File: config.mk
export PLATFORM = sky130hd
export DESIGN_NAME = seq_dtc_scan_ctrl
export DESIGN_NICKNAME = d
export VERILOG_FILES = /design/src/rtl/seq_dtc_scan_ctrl.sv
export SDC_FILE = /design/constraint.sdc
export NUM_CORES = 1
export LEC_CHECK = 0
export ABC_AREA = 1
export CORE_UTILIZATION = 53
export CTS_CLUSTER_SIZE = 24
export DETAILED_ROUTE_END_ITERATION = 10
export PLACE_DENSITY = 0.8
export SYNTH_ARGS = -nofsm -noshare
export SYNTH_HDL_FRONTEND = slang
export SYNTH_SLANG_ARGS = --single-unit
File: constraint.sdc
create_clock -name clk -period 1.75 [get_ports clk]
set_clock_uncertainty 0.15 [all_clocks]
set_input_delay 0.2625 -clock clk [delete_from_list [all_inputs] [get_ports clk]]
set_output_delay 0.2625 -clock clk [all_outputs]
set_load 0.03 [all_outputs]
File: src/rtl/seq_dtc_scan_ctrl.sv
// seq_dtc_scan_ctrl
//   Sequencer for the shared serial pattern detector (pattern 0111110,
//   overlapping). It accepts a word on a start/busy/done handshake, clears the
//   detector, and shifts the word into the detector MSB first, one bit per
//   clock. It counts detections (saturating) and records the bit index of the
//   first detection.
//
// Ports:
//   clk, rst       clock, asynchronous active-high reset
//   start          scan request, honoured only while idle
//   data_in        word to scan, captured when start is accepted
//   busy           high in every state except IDLE
//   done           one-cycle pulse when the results below are valid
//   hit_count      detections in the last scan, saturating
//   hit_valid      at least one detection in the last scan
//   first_hit_idx  bit index (0 = MSB) of the last pattern bit of the first hit
//   det_rst        synchronous clear pulse to the detector
//   j_out          serial bit to the detector j input
//   w_in           detector w output
module seq_dtc_scan_ctrl #(
  parameter int WORD_W = 16,
  parameter int IDX_W  = 4,
  parameter int CNT_W  = 5
) (
  input  logic              clk,
  input  logic              rst,
  input  logic              start,
  input  logic [WORD_W-1:0] data_in,
  output logic              busy,
  output logic              done,
  output logic [CNT_W-1:0]  hit_count,
  output logic              hit_valid,
  output logic [IDX_W-1:0]  first_hit_idx,
  output logic              det_rst,
  output logic              j_out,
  input  logic              w_in
);

  typedef enum logic [2:0] {
    S_IDLE,
    S_CLR,
    S_SHIFT,
    S_DRAIN,
    S_DONE
  } state_t;

  localparam logic [IDX_W-1:0] LAST_IDX = IDX_W'(WORD_W - 1);
  localparam logic [CNT_W-1:0] CNT_MAX  = '1;

  state_t              state_q;
  logic [WORD_W-1:0]   shreg_q;
  logic [IDX_W-1:0]    idx_q;
  logic                busy_q;
  logic                done_q;
  logic [CNT_W-1:0]    hit_count_q;
  logic                hit_valid_q;
  logic [IDX_W-1:0]    first_hit_idx_q;
  logic                det_rst_q;
  logic                j_out_q;

  logic                hit_d;
  logic [IDX_W-1:0]    hit_pos_d;

  function automatic logic [CNT_W-1:0] sat_inc(input logic [CNT_W-1:0] v);
    sat_inc = (v == CNT_MAX) ? v : v + CNT_W'(1);
  endfunction

  // The detector answers one cycle late: w seen at SHIFT index i belongs to
  // bit i-1, and the sample taken in DRAIN belongs to the last bit.
  always_comb begin
    hit_d     = 1'b0;
    hit_pos_d = '0;
    if (state_q == S_SHIFT && idx_q != '0) begin
      hit_d     = w_in;
      hit_pos_d = idx_q - IDX_W'(1);
    end else if (state_q == S_DRAIN) begin
      hit_d     = w_in;
      hit_pos_d = LAST_IDX;
    end
  end

  always_ff @(posedge clk or posedge rst) begin
    if (rst) begin
      state_q         <= S_IDLE;
      shreg_q         <= '0;
      idx_q           <= '0;
      busy_q          <= 1'b0;
      done_q          <= 1'b0;
      hit_count_q     <= '0;
      hit_valid_q     <= 1'b0;
      first_hit_idx_q <= '0;
      det_rst_q       <= 1'b0;
      j_out_q         <= 1'b1;
    end else begin
      done_q    <= 1'b0;
      det_rst_q <= 1'b0;

      if (hit_d) begin
        hit_count_q <= sat_inc(hit_count_q);
        if (!hit_valid_q) begin
          hit_valid_q     <= 1'b1;
          first_hit_idx_q <= hit_pos_d;
        end
      end

      case (state_q)
        S_IDLE: begin
          if (start) begin
            shreg_q         <= data_in;
            idx_q           <= '0;
            hit_count_q     <= '0;
            hit_valid_q     <= 1'b0;
            first_hit_idx_q <= '0;
            busy_q          <= 1'b1;
            det_rst_q       <= 1'b1;
            j_out_q         <= 1'b1;
            state_q         <= S_CLR;
          end
        end
        S_CLR: begin
          // Present bit 0 during the first SHIFT cycle.
          j_out_q <= shreg_q[WORD_W-1];
          shreg_q <= {shreg_q[WORD_W-2:0], 1'b0};
          idx_q   <= '0;
          state_q <= S_SHIFT;
        end
        S_SHIFT: begin
          if (idx_q == LAST_IDX) begin
            j_out_q <= 1'b1;
            state_q <= S_DRAIN;
          end else begin
            j_out_q <= shreg_q[WORD_W-1];
            shreg_q <= {shreg_q[WORD_W-2:0], 1'b0};
            idx_q   <= idx_q + IDX_W'(1);
          end
        end
        S_DRAIN: begin
          j_out_q <= 1'b1;
          done_q  <= 1'b1;
          state_q <= S_DONE;
        end
        S_DONE: begin
          busy_q  <= 1'b0;
          state_q <= S_IDLE;
        end
        default: begin
          busy_q  <= 1'b0;
          j_out_q <= 1'b1;
          state_q <= S_IDLE;
        end
      endcase
    end
  end

  assign busy          = busy_q;
  assign done          = done_q;
  assign hit_count     = hit_count_q;
  assign hit_valid     = hit_valid_q;
  assign first_hit_idx = first_hit_idx_q;
  assign det_rst       = det_rst_q;
  assign j_out         = j_out_q;

endmodule

==> results.md, run 1 <==
- Post-synth cell types: 27
- Crit end category: primary output
- Share of cells above drive strength 1: 11.6%
- Synthesized flop and latch total: 37
- Setup violations, final: 0
- Synth Area in Simple Gates: 40.4%
- Vias in the first global route: 1760
- Antenna-violating nets left: 0
- Layout fillers: 324
- Cell area after layout: 0.00252 sq mm
- Post-synth top area cell: dfrtp_1
- Status: finished clean
- Reg2reg start: state_q[2]
- Die Y: 64.2 um
- Mean Syn Cell Area: 7.59 sq um
- DRC: 0
- Worst slew pin tran: 0.383 ns
- Adder and majority gate portion of the synthesized area: 1.83%
- P&R area growth vs syn: 23.3%
- Worst Setup Slack, final: 0.0428 ns
- DIE WIDTH: 64.2 um
- Crit-path max cell delay: 0.66 ns
- Area share of the largest cell type after synthesis: 44.0%
- Largest net degree at the start of global routing: 25
- Post-layout util: 68.5%
- CTS buffer count: 5
- Setup TNS: 0 ns
- Mux share of post-synthesis cell area: 0%
- Clock tree root buffer cell: clkbuf_8
- Final min period: 1.71 ns
- Largest family of logic cells by synthesized area: simple AND/OR/NAND/NOR gates
- Post-synthesis sequential area ratio: 45.3%
- Clock tree sinks: 37
- Grt total ovfl: 0
- Htree depth: 2
- IO Pins: 34
- Worst-path maximum fanout: 2
- Slowest CP cell: clkdlybuf4s50_1
- Cell Area, Synth: 0.00205 sq mm
- Max rail drop VDD: 0.929 mV
- Cts hold-fix bufs: 0
- GPL Wtd Cong: 0.811
- Final period util: 97.6%
- Cell count after placement: 349
- CP Cell Sequence: clkdlybuf4s50_1
- Per-cell routed wire length: 12.1 um
- Syn nets: 293
- Clk buf depth: 2
- Commonest non-fill, non-tap cells in the layout: 101 x nand2_1, 36 x dfrtp_1, 25 x nand3_1
- Syn. warnings: 0
- Crit path launch: first_hit_idx[1]
- Final net count: 332
- PortBufs: 33
- Pwr/cell area: 1850 mW/mm^2
- DP Wirelength: 2980 um
- Synthesized instance count: 270
- Final Power: 4.67 mW
- Core ar.: 0.00369 sq mm
- Worst hold slack: 0.137 ns
- Num rows: 22
- Initial antenna violation count: 0
- Setup WS pre-CTS: 0.0991 ns
- Max_slew headroom: 74.4%
- Vias per cell: 5.20
- Max Fclk: 586 MHz
- First-pass GRT wire length: 7570 um
- Max-cap violations: 0
- Inserted Diodes: 0
- Pins Over Slew Limit: 0
- CTS tree: done
- Final wirelength: 4330 um
- Static Leakage: 1.42 nW
- Total number of vias: 1863
- Die ar.: 0.00412 sq mm
- Drt first pass iters: 4
- Commonest non-fill, non-tap cell in the layout: nand2_1
- Buf+Inv Stages, Crit Path: 1
- Kind of launch point of the worst setup path: register
- Worst path required time: 1.34 ns
- Clock latency on the worst-skew pair: 0.29 ns
- Total GRT Usage: 23.9%
- CP delay by family, top: buffers and inverters
- Synth Area in Compound Gates: 1.71%
- Top post-synthesis cells by area: dfrtp_1 44%, nand2_1 19%, nand3_1 6.4%
- Xor/xnor cell area share of the yosys netlist: 0.855%
- First-iteration detailed-routing DRC count: 115
- Final Hold Fails: 0
- Worst min-delay path class: in2async
- Crit path arrival time: 1.29 ns
- Initial core utilization: 55.5%
- Final Non-Filler Cells: 358
- Worst-path clk slew: 0.07 ns
- Crit Path Class: reg2out
- Placement Cell Area: 0.00242 sq mm
## sequential cells by signal, summed over array words and instances (netlist names)
signal and count:
idx_q 4, hit_valid 1, shreg_q 16, done 1, det_rst 1, j_out 1, first_hit_idx 4, state_q 3
busy 1, hit_count 5
## layout make-up
class / instances / area [sq um] / area share (%)
clock buffers: 8 / 90.1 / 3.57
flip-flops and latches: 37 / 927 / 36.7
multi-input cells: 193 / 927 / 36.7
inverters: 27 / 101 / 4.01
repair buffers: 45 / 419 / 16.6
well taps: 48 / 60.1 / 2.38
## synthesized netlist by cell type
master / n
nand4_1: 19
a21oi_1: 3
a211oi_1: 1
nand3_1: 26
nand3b_1: 3
buf_2: 7
xor2_1: 1
buf_4: 1
o21a_1: 1
buf_6: 4
or2_2: 1
nor2_2: 2
nand3_2: 2
inv_1: 24
nor3_1: 1
nor2_1: 19
o21ai_0: 1
nand2_4: 1
inv_2: 3
ha_1: 3
nand2_1: 103
xnor2_1: 1
buf_8: 1
dfstp_2: 1
nand3_4: 1
nand2_2: 4
dfrtp_1: 36
## worst min-delay path: stages
cell	delay [ns]
clkdlybuf4s50_1	0.39
inv_1	0.07
buf_4	0.22
## where the power goes
part           leakage (nW)  switching [mW]  internal, mW
clock network        0.0455           0.298         0.321
logic                 0.900            1.63         0.938
registers             0.472           0.259          1.22
## repair_timing
action | 4_1_cts | 5_1_grt
gates cloned | 0 | 0
gates resized for setup | 7 | 6
setup buffers | 0 | 1
endpoints found under the setup margin | 7 | 12
## final timing paths
kind                                         end  slack, ns  cells past startpoint
worst max-delay path            first_hit_idx[1]       0.04                      1
worst min-delay path                  shreg_q[7]       0.14                      3
worst max register to register        shreg_q[4]       0.11                      9
worst min register to register       shreg_q[13]       0.33                      2
max in group asynchronous       first_hit_idx[3]       1.02                      3
min in group clk                     shreg_q[13]       0.33                      2
## kinds of logic after synthesis
kind of cell             after synthesis
flip-flops                            37
AND/OR/NAND/NOR                      182
XOR/XNOR                               2
AO/OA/AOI/OAI                          6
buffers and inverters                 40
adder cells (fa/ha/maj)                3
## metal layers
metal	vias up	wire length, um	GRT usage [%]
li1	933	-	-
met2	53	2260	43.5
met1	868	1820	26.7
met3	9	176	5.71
met4	0	75	9.72
met5	-	0	0
(Power assumes the default switching activity.)
==> run 2: changes to the inputs <==
--- a/config.mk
+++ b/config.mk
@@ -10,6 +10,7 @@
 export CTS_CLUSTER_SIZE = 24
 export DETAILED_ROUTE_END_ITERATION = 10
 export PLACE_DENSITY = 0.8
+export SLEW_MARGIN = 10
 export SYNTH_ARGS = -nofsm -noshare
 export SYNTH_HDL_FRONTEND = slang
 export SYNTH_SLANG_ARGS = --single-unit
==> results of run 2 <==
Same layout as run 1: the final DEF is identical, and so are final timing and power.
